### config.mk
export PLATFORM = sky130hd
export DESIGN_NAME = calibration_interp_flat
export DESIGN_NICKNAME = d
export VERILOG_FILES = /design/src/rtl/calibration_interp_if.sv /design/src/rtl/calibration_interp.sv /design/src/flat_wrapper.sv
export SDC_FILE = /design/constraint.sdc
export NUM_CORES = 1
export LEC_CHECK = 0
export ABC_AREA = 1
export BUFFER_PORTS_ARGS = -buffer_cell sky130_fd_sc_hd__buf_2
export CORE_MARGIN = 3
export CORE_UTILIZATION = 30
export DETAILED_ROUTE_END_ITERATION = 12
export PLACE_DENSITY = 0.48
export SYNTH_ARGS = -nofsm -noshare
export SYNTH_HDL_FRONTEND = slang
export SYNTH_SLANG_ARGS = --single-unit
export TNS_END_PERCENT = 10
### constraint.sdc
create_clock -name clock -period 16.2 [get_ports clock]
set_input_delay 1.62 -clock clock [delete_from_list [all_inputs] [get_ports clock]]
set_output_delay 1.62 -clock clock [all_outputs]
set_load 0.03 [all_outputs]
### src/rtl/calibration_interp_if.sv
// Request/result handshake and LUT read port of the calibration interpolation stage.
interface calibration_interp_if #(
    parameter int M = 16,
    parameter int N = 16
);
    logic                start;
    logic signed [M-1:0] X;
    logic [3:0]          pos;
    logic [3:0]          lut_addr;
    logic [M+N-1:0]      lut_data;
    logic                ready;
    logic signed [N-1:0] Y;
    logic                clamped;

    modport master (output start, X, pos, lut_data, input lut_addr, ready, Y, clamped);
    modport slave  (input start, X, pos, lut_data, output lut_addr, ready, Y, clamped);
endinterface

### src/rtl/calibration_interp.sv
// Linear interpolation between LUT entries pos and pos+1 using a restoring divider.
// Define CALIB_INTERP_ROUND_EN to round half up instead of truncating the final shift.
module calibration_interp #(
    parameter int M    = 16,
    parameter int N    = 16,
    parameter int FRAC = 16
) (
    input logic                 clock,
    input logic                 reset,
    calibration_interp_if.slave bus
);
    localparam int PW = N + FRAC + 2;
    localparam int CW = $clog2(FRAC + 1);

    typedef enum logic [2:0] {IDLE, RDA, RDB, CHECK, DIV, MUL, DONE} state_t;

    state_t              state, state_d;
    logic signed [M-1:0] x_q, xa, xb;
    logic signed [N-1:0] ya, yb, res, interp;
    logic [3:0]          pos_q;
    logic [M:0]          rem, dvs, x_off, x_span, rem_d;
    logic [M+1:0]        rem_sh;
    logic [FRAC-1:0]     quo;
    logic [CW-1:0]       cnt;
    logic                res_clamped, clamp_lo, clamp_hi, q_bit;
    logic signed [N:0]   dy;
    logic signed [PW-1:0] prod, prod_r;

    // NOTE: sequential state uses non-blocking assignments so every register samples pre-edge values.
    always_ff @(posedge clock or negedge reset) begin
        if (!reset) state <= IDLE;
        else        state <= state_d;
    end

    // NOTE: every combinational output gets a default first so no path can infer a latch.
    always_comb begin
        state_d = state;
        unique case (state)
            IDLE:    if (bus.start) state_d = RDA;
            RDA:     state_d = RDB;
            RDB:     state_d = CHECK;
            CHECK:   state_d = (clamp_lo || clamp_hi) ? DONE : DIV;
            DIV:     if (cnt == CW'(FRAC - 1)) state_d = MUL;
            MUL:     state_d = DONE;
            DONE:    state_d = IDLE;
            default: state_d = IDLE;
        endcase
    end

    always_comb begin
        clamp_lo = (pos_q == 4'd15) || (x_q <= xa) || (xb <= xa);
        clamp_hi = (x_q >= xb);
        x_off    = (M+1)'(x_q) - (M+1)'(xa);
        x_span   = (M+1)'(xb) - (M+1)'(xa);
        // Integer part of the quotient is zero, so the divider starts from X-xa and shifts in zeros.
        rem_sh   = {rem, 1'b0};
        q_bit    = (rem_sh >= {1'b0, dvs});
        rem_d    = q_bit ? (M+1)'(rem_sh - {1'b0, dvs}) : rem_sh[M:0];
        dy       = (N+1)'(yb) - (N+1)'(ya);
        prod     = PW'(dy) * PW'($signed({1'b0, quo}));
`ifdef CALIB_INTERP_ROUND_EN
        prod_r   = prod + (PW'(1) <<< (FRAC - 1));
`else
        prod_r   = prod;
`endif
        interp   = N'(PW'(ya) + (prod_r >>> FRAC));
    end

    always_ff @(posedge clock or negedge reset) begin
        if (!reset) begin
            x_q          <= '0;
            pos_q        <= '0;
            xa           <= '0;
            xb           <= '0;
            ya           <= '0;
            yb           <= '0;
            rem          <= '0;
            dvs          <= '0;
            quo          <= '0;
            cnt          <= '0;
            res          <= '0;
            res_clamped  <= 1'b0;
            bus.lut_addr <= '0;
            bus.ready    <= 1'b0;
            bus.Y        <= '0;
            bus.clamped  <= 1'b0;
        end else begin
            unique case (state)
                IDLE: if (bus.start) begin
                    x_q          <= bus.X;
                    pos_q        <= bus.pos;
                    bus.lut_addr <= bus.pos;
                    bus.ready    <= 1'b0;
                end
                RDA: begin
                    xa           <= bus.lut_data[M+N-1:N];
                    ya           <= bus.lut_data[N-1:0];
                    bus.lut_addr <= (pos_q == 4'd15) ? 4'd15 : pos_q + 4'd1;
                end
                RDB: begin
                    xb <= bus.lut_data[M+N-1:N];
                    yb <= bus.lut_data[N-1:0];
                end
                CHECK: begin
                    if (clamp_lo) begin
                        res         <= ya;
                        res_clamped <= 1'b1;
                    end else if (clamp_hi) begin
                        res         <= yb;
                        res_clamped <= 1'b1;
                    end else begin
                        rem <= x_off;
                        dvs <= x_span;
                        quo <= '0;
                        cnt <= '0;
                    end
                end
                DIV: begin
                    rem <= rem_d;
                    quo <= {quo[FRAC-2:0], q_bit};
                    cnt <= cnt + CW'(1);
                end
                MUL: begin
                    res         <= interp;
                    res_clamped <= 1'b0;
                end
                DONE: begin
                    // Result is staged so Y, clamped and ready all change on the same edge.
                    bus.Y       <= res;
                    bus.clamped <= res_clamped;
                    bus.ready   <= 1'b1;
                end
                default: ;
            endcase
        end
    end
endmodule

### src/flat_wrapper.sv
// flat-port wrapper written by rule: the top's interface ports become plain ports
module calibration_interp_flat 
#(
    parameter int M    = 16,
    parameter int N    = 16,
    parameter int FRAC = 16
)
  (clock, reset, bus_start, bus_X, bus_pos, bus_lut_data, bus_lut_addr, bus_ready, bus_Y, bus_clamped);
  calibration_interp_if #(.M(M), .N(N)) bus_i ();
  input logic clock;
  input logic reset;
  input wire logic [$bits(bus_i.start)-1:0] bus_start;
  input wire logic [$bits(bus_i.X)-1:0] bus_X;
  input wire logic [$bits(bus_i.pos)-1:0] bus_pos;
  input wire logic [$bits(bus_i.lut_data)-1:0] bus_lut_data;
  output wire logic [$bits(bus_i.lut_addr)-1:0] bus_lut_addr;
  output wire logic [$bits(bus_i.ready)-1:0] bus_ready;
  output wire logic [$bits(bus_i.Y)-1:0] bus_Y;
  output wire logic [$bits(bus_i.clamped)-1:0] bus_clamped;
  assign bus_i.start = bus_start;
  assign bus_i.X = bus_X;
  assign bus_i.pos = bus_pos;
  assign bus_i.lut_data = bus_lut_data;
  assign bus_lut_addr = bus_i.lut_addr;
  assign bus_ready = bus_i.ready;
  assign bus_Y = bus_i.Y;
  assign bus_clamped = bus_i.clamped;
  calibration_interp #(.M(M), .N(N), .FRAC(FRAC)) u_core (.clock(clock), .reset(reset), .bus(bus_i));
endmodule
# After elaboration in Yosys (flattened, before gate mapping)

Index checks and enable logic that the tools add are counted.
W data, S select, Z words.

$add $sub $neg: 7
$mul: 1
Order comparisons: 4
Eq/ne operators: 13
Multiplexer cells: 25
Bitwise gates (word level): 2
Reductions and logical operators: 15

Operators with widths:

| kind                  | number |
|---|---|
| $mux W16              | 4 |
| $pmux W16 S2          | 2 |
| $mux W17              | 3 |
| $sub A16 B16 Y17      | 3 |
| $pmux W17 S2          | 1 |
| $le A16 B16 Y1        | 2 |
| $mul A17 B17 Y32      | 1 |
| $ge A18 B17 Y1        | 1 |
| $pmux W3 S6           | 1 |
| $sub A17 B17 Y17      | 1 |
| $add A16 B16 Y16      | 1 |
| $ge A16 B16 Y1        | 1 |
| $mux W5               | 2 |
| $pmux W5 S2           | 1 |
| $reduce_and A2 Y1     | 5 |
| $eq A3 B3 Y1 const B  | 3 |
| $mux W4               | 2 |
| $pmux W4 S2           | 1 |
| $reduce_bool A2 Y1    | 4 |
| $eq A3 B2 Y1 const B  | 2 |
| $mux W3               | 2 |
| $ne A2 B2 Y1 const B  | 3 |
| $reduce_and A3 Y1     | 2 |
| $add A5 B1 Y5 const B | 1 |
| 12 further kinds      | 18 |

Bits in registers: 181
Output and inout bits: 22
Logic and storage cells: 84

# Depth between registers and ports, before layout

Word-level depth: 6
Gate-level depth with buffers: 49
Gate-level depth less buffers: 49

# Worst setup path after synthesis

Ideal clock, no wire load.

Kind: reg-to-reg
Start point: register u_core.ya[0]
End point: register u_core.res[15]
Arrival time: 8.088 ns
Required time: 16.123 ns
Path slack: 8.034 ns
Cell stages (with the launch flop): 43
Buffers on the path: 2
Cells stage by stage: dfrtp_1 ha_1 fa_1 inv_1 nand2_1 nand2_1 nand3_1 nand2_1 a21oi_1 o21ai_1 or2_2 clkbuf_1 nand2_1 nor2_1 fa_1 inv_1 fa_1 fa_1 [... 7 more ...] a21oi_1 o21ai_0 a21oi_1 nand2_1 a21oi_1 o21ai_0 xor2_1 ha_1 clkbuf_1 a21oi_1 o21ai_0 nand2_1 and3_1 nand3_1 nand2_1 nand2_1 nand3_1 a21oi_1

Word-level cells in the longest chain between the ends: 4

RTL lines:

| element                | line                      | text |
|---|---|---|
| start, declared        | calibration_interp.sv:19  | `logic signed [N-1:0] ya, yb, res, interp;` |
| start signal, assigned | calibration_interp.sv:97  | `ya <= bus.lut_data[N-1:0];` |
| $sub A16 B16 Y17       | calibration_interp.sv:59  | `dy = (N+1)'(yb) - (N+1)'(ya);` |
| $mul A17 B17 Y32       | calibration_interp.sv:60  | `prod = PW'(dy) * PW'($signed({1'b0, quo}));` |
| $add A16 B16 Y16 (*)   | calibration_interp.sv:66  | `interp = N'(PW'(ya) + (prod_r >>> FRAC));` |
| $pmux W16 S2 (*)       | calibration_interp.sv:88  | `unique case (state)` |
| end signal, assigned   | calibration_interp.sv:106 | `res <= ya;` |
| end signal, assigned   | calibration_interp.sv:109 | `res <= yb;` |
| end signal, assigned   | calibration_interp.sv:124 | `res <= interp;` |
| end, declared          | calibration_interp.sv:19  |  |

Mark *: on every way between the ends. The rest lies on a longest branch, timed or not.
A chain may end at the register's enable or synchronous reset.

# Worst setup path in the final report

Start point: register u_core.yb[2]
End point: register u_core.res[15]

Word-level cells in the longest chain between the ends: 4

RTL lines:

| element                | line                      | text |
|---|---|---|
| start, declared        | calibration_interp.sv:19  |  |
| start signal, assigned | calibration_interp.sv:102 | `yb <= bus.lut_data[N-1:0];` |
| $sub A16 B16 Y17       | calibration_interp.sv:59  |  |
| $mul A17 B17 Y32       | calibration_interp.sv:60  |  |
| $add A16 B16 Y16       | calibration_interp.sv:66  |  |
| $pmux W16 S2           | calibration_interp.sv:88  |  |

No other way between the ends.

==> qor.txt <==
TNS Setup: 0 ns
Area Growth Syn to Fin: 9.13%
post-synthesis mux area share: 1.45%
post-CTS setup buffers: 0
most used cell, CP: nand2_1
Adder-Cell Fraction of Synth Area: 35.4%
Final Net Count: 3,284
Max stage delay cell, worst path: fa_1
area of the core: 71,600 um^2
Synth warnings: 0
Worst slew margin: 15.4%
post-synth cell types: 50
# fillers: 7,759
DR iter-0 viols: 1,132
Die X: 275 um
HP Class: reg -> reg
Synth area leader: fa_1
clk_skew: 0.0169 ns
syn_nets: 3,251
commonest non-fill, non-tap cell in the layout: nand2_1
Multi-input gate area: 14,800 um^2
ant diodes: 0
Async SR Flop Fraction: 100%
Pre-Repair DR Iteration Count: 6
Remaining DRCs: 0
Final Hold Fails: 0
Vias/cell: 4.76
number of flops mapped to enable cells by yosys: 0
Crit Path Max Fanout: 9
Final period util: 61.4%
Post-synth top flop: dfrtp_1
DIE AREA: 75,600 um^2
top cells by area, synth: fa_1 (25%), dfrtp_1 (21%), ha_1 (11%)
Final min period: 9.94 ns
reg2reg setup slack: 6.26 ns
dpl cells: 3,707
post-layout util: 33.1%
IO Port Bufs: 76
RSZ-0062 raised after global routing: no
GP Congestion: 0.900
IO Pins: 77
Simple-Gate Fraction of Synth Area: 18.8%
Bufs and invs on worst path: 7
Setup crit start kind: flip-flop
worst-case clock buffer depth: 2
post-synthesis compound-gate area fraction: 9.69%
run status: finished, final reports clean
Die Y: 275 um
Gate Count Post-Synth: 2,743
worst slew pin tran: 1.26 ns
post-synthesis register bit count: 181
first-pass GRT wire length: 106,000 um
Syn Area/Cell: 7.91 um^2
WHS: 0.473 ns
CTS HTree Levels: 4
routed len/inst: 17.4 um
kind of critical path: reg -> reg
largest family of logic cells by synthesized area: adder cells
Worst-path clk slew: 0.08 ns
largest net degree at the start of global routing: 71
grt ovf: 0
maxcap violations: 0
Initial Util: 30.3%
GRT Util Overall: 17.8%
initial antenna violation count: 0
Clock Sinks: 181
row count: 98
most frequent cells in the layout: nand2_1 (560), inv_1 (545), fa_1 (270)
CTS tree: built
Seq/Total Area, Yosys: 20.9%
fin. max-slew vios: 0
Max Clock Freq: 101 MHz
cts bufs inserted: 17
mapped cell area: 21,700 um^2
vias in the first global route: 18,700
endpoints failing setup: 0
Worst setup EP type: flip-flop
share of the synthesized area in the top cell type: 24.9%
Post-Synth XOR/XNOR Area: 2.66%
Routed Antenna Nets: 0
layout cells sized above 1: 6.35%
cts hold-fix bufs: 0
Worst-Skew Late Latency: 0.47 ns
post-DP HPWL: 52,400 um
FF+latch area: 4530 um^2
cts repair resizes: 0
CTS root buffer: clkbuf_16
CP Data Required Time: 16.58 ns
vias: 17,800
WL final: 64,900 um
Layout Cells excl Fill: 3,739
CP delay by family, top: adder cells
slowest stage delay, CP: 0.57 ns
arrival time at the worst endpoint: 10.33 ns
-- final timing paths --
| path | endpoint | from | cells after the start |
|---|---|---|---|
| worst max-delay path | u_core.res[15]$_DFFE_PN0P_ | u_core.yb[2]$_DFFE_PN0P_ | 44 |
| worst min-delay path | u_core.bus.ready$_DFFE_PN0P_ | u_core.bus.ready$_DFFE_PN0P_ | 2 |
| worst max register to register | u_core.res[15]$_DFFE_PN0P_ | u_core.yb[2]$_DFFE_PN0P_ | 44 |
| worst min register to register | u_core.bus.ready$_DFFE_PN0P_ | u_core.bus.ready$_DFFE_PN0P_ | 2 |
| max in group asynchronous | u_core.ya[12]$_DFFE_PN0P_ | reset | 3 |
| min in group asynchronous | u_core.x_q[8]$_DFFE_PN0P_ | reset | 1 |
-- cell type report --
type	count	area share, %
multi-input cells	1935	62.4
flip-flops and latches	181	19.1
inverters	555	8.79
well taps	950	5.02
repair buffers	86	1.96
clock buffers	17	1.80
clock inverters	15	0.866
-- tightest hold or removal path: cells and delay by family, from the launching register on --
family	cells	cell delay, ns
AND/OR/NAND/NOR	2	0.10
flip-flops	1	0.35
-- synth_stat cells (all sizes together) (15+ instances only) --
library cell	count
dfrtp	181
nand3	97
ha	183
mux2	28
nand4	27
inv	548
buf	15
nand2	564
or2	16
o22ai	20
clkbuf	57
nor2	273
fa	270
xnor2	28
o21ai	152
a21oi	168
xor2	38
-- cells by family (layout without fill, tap and decap cells) --
family	Yosys count	after routing
AND/OR/NAND/NOR	1001	1001
buffers and inverters	627	673
adder cells (fa/ha/maj)	453	453
AO/OA/AOI/OAI	387	387
flip-flops	181	181
XOR/XNOR	66	66
multiplexers	28	28
-- registers in the layout, indices dropped and copies added, names as in the netlist, 3 cells and up --
register and count:
u_core.dvs 17, u_core.rem 17, u_core.bus.Y 16, u_core.quo 16, u_core.res 16, u_core.x_q 16
u_core.xa 16, u_core.xb 16, u_core.ya 16, u_core.yb 16, u_core.cnt 5, u_core.bus.lut_addr 4
u_core.pos_q 4, u_core.state 3
-- routing by layer --
metal | wire length [um] | GRT usage, % | vias up
li1 | - | - | 8563
met5 | 0 | 0 | -
met1 | 31100 | 25.4 | 8751
met2 | 29500 | 29.1 | 440
met4 | 1300 | 4.29 | 0
met3 | 3020 | 1.89 | 62
-- through the flow --
step	cell area [um^2]	setup WS (ns)
5_1_grt	23700	5.57
6_report	23700	6.26
3_3_place_gp	23100	6.56
2_1_floorplan	21700	8.03
3_5_place_dp	23100	6.47
4_1_cts	23700	6.41
Power is left out: the tool's default activity adds up to more than one toggle a clock period on the data nets, which glitch-free logic cannot reach.
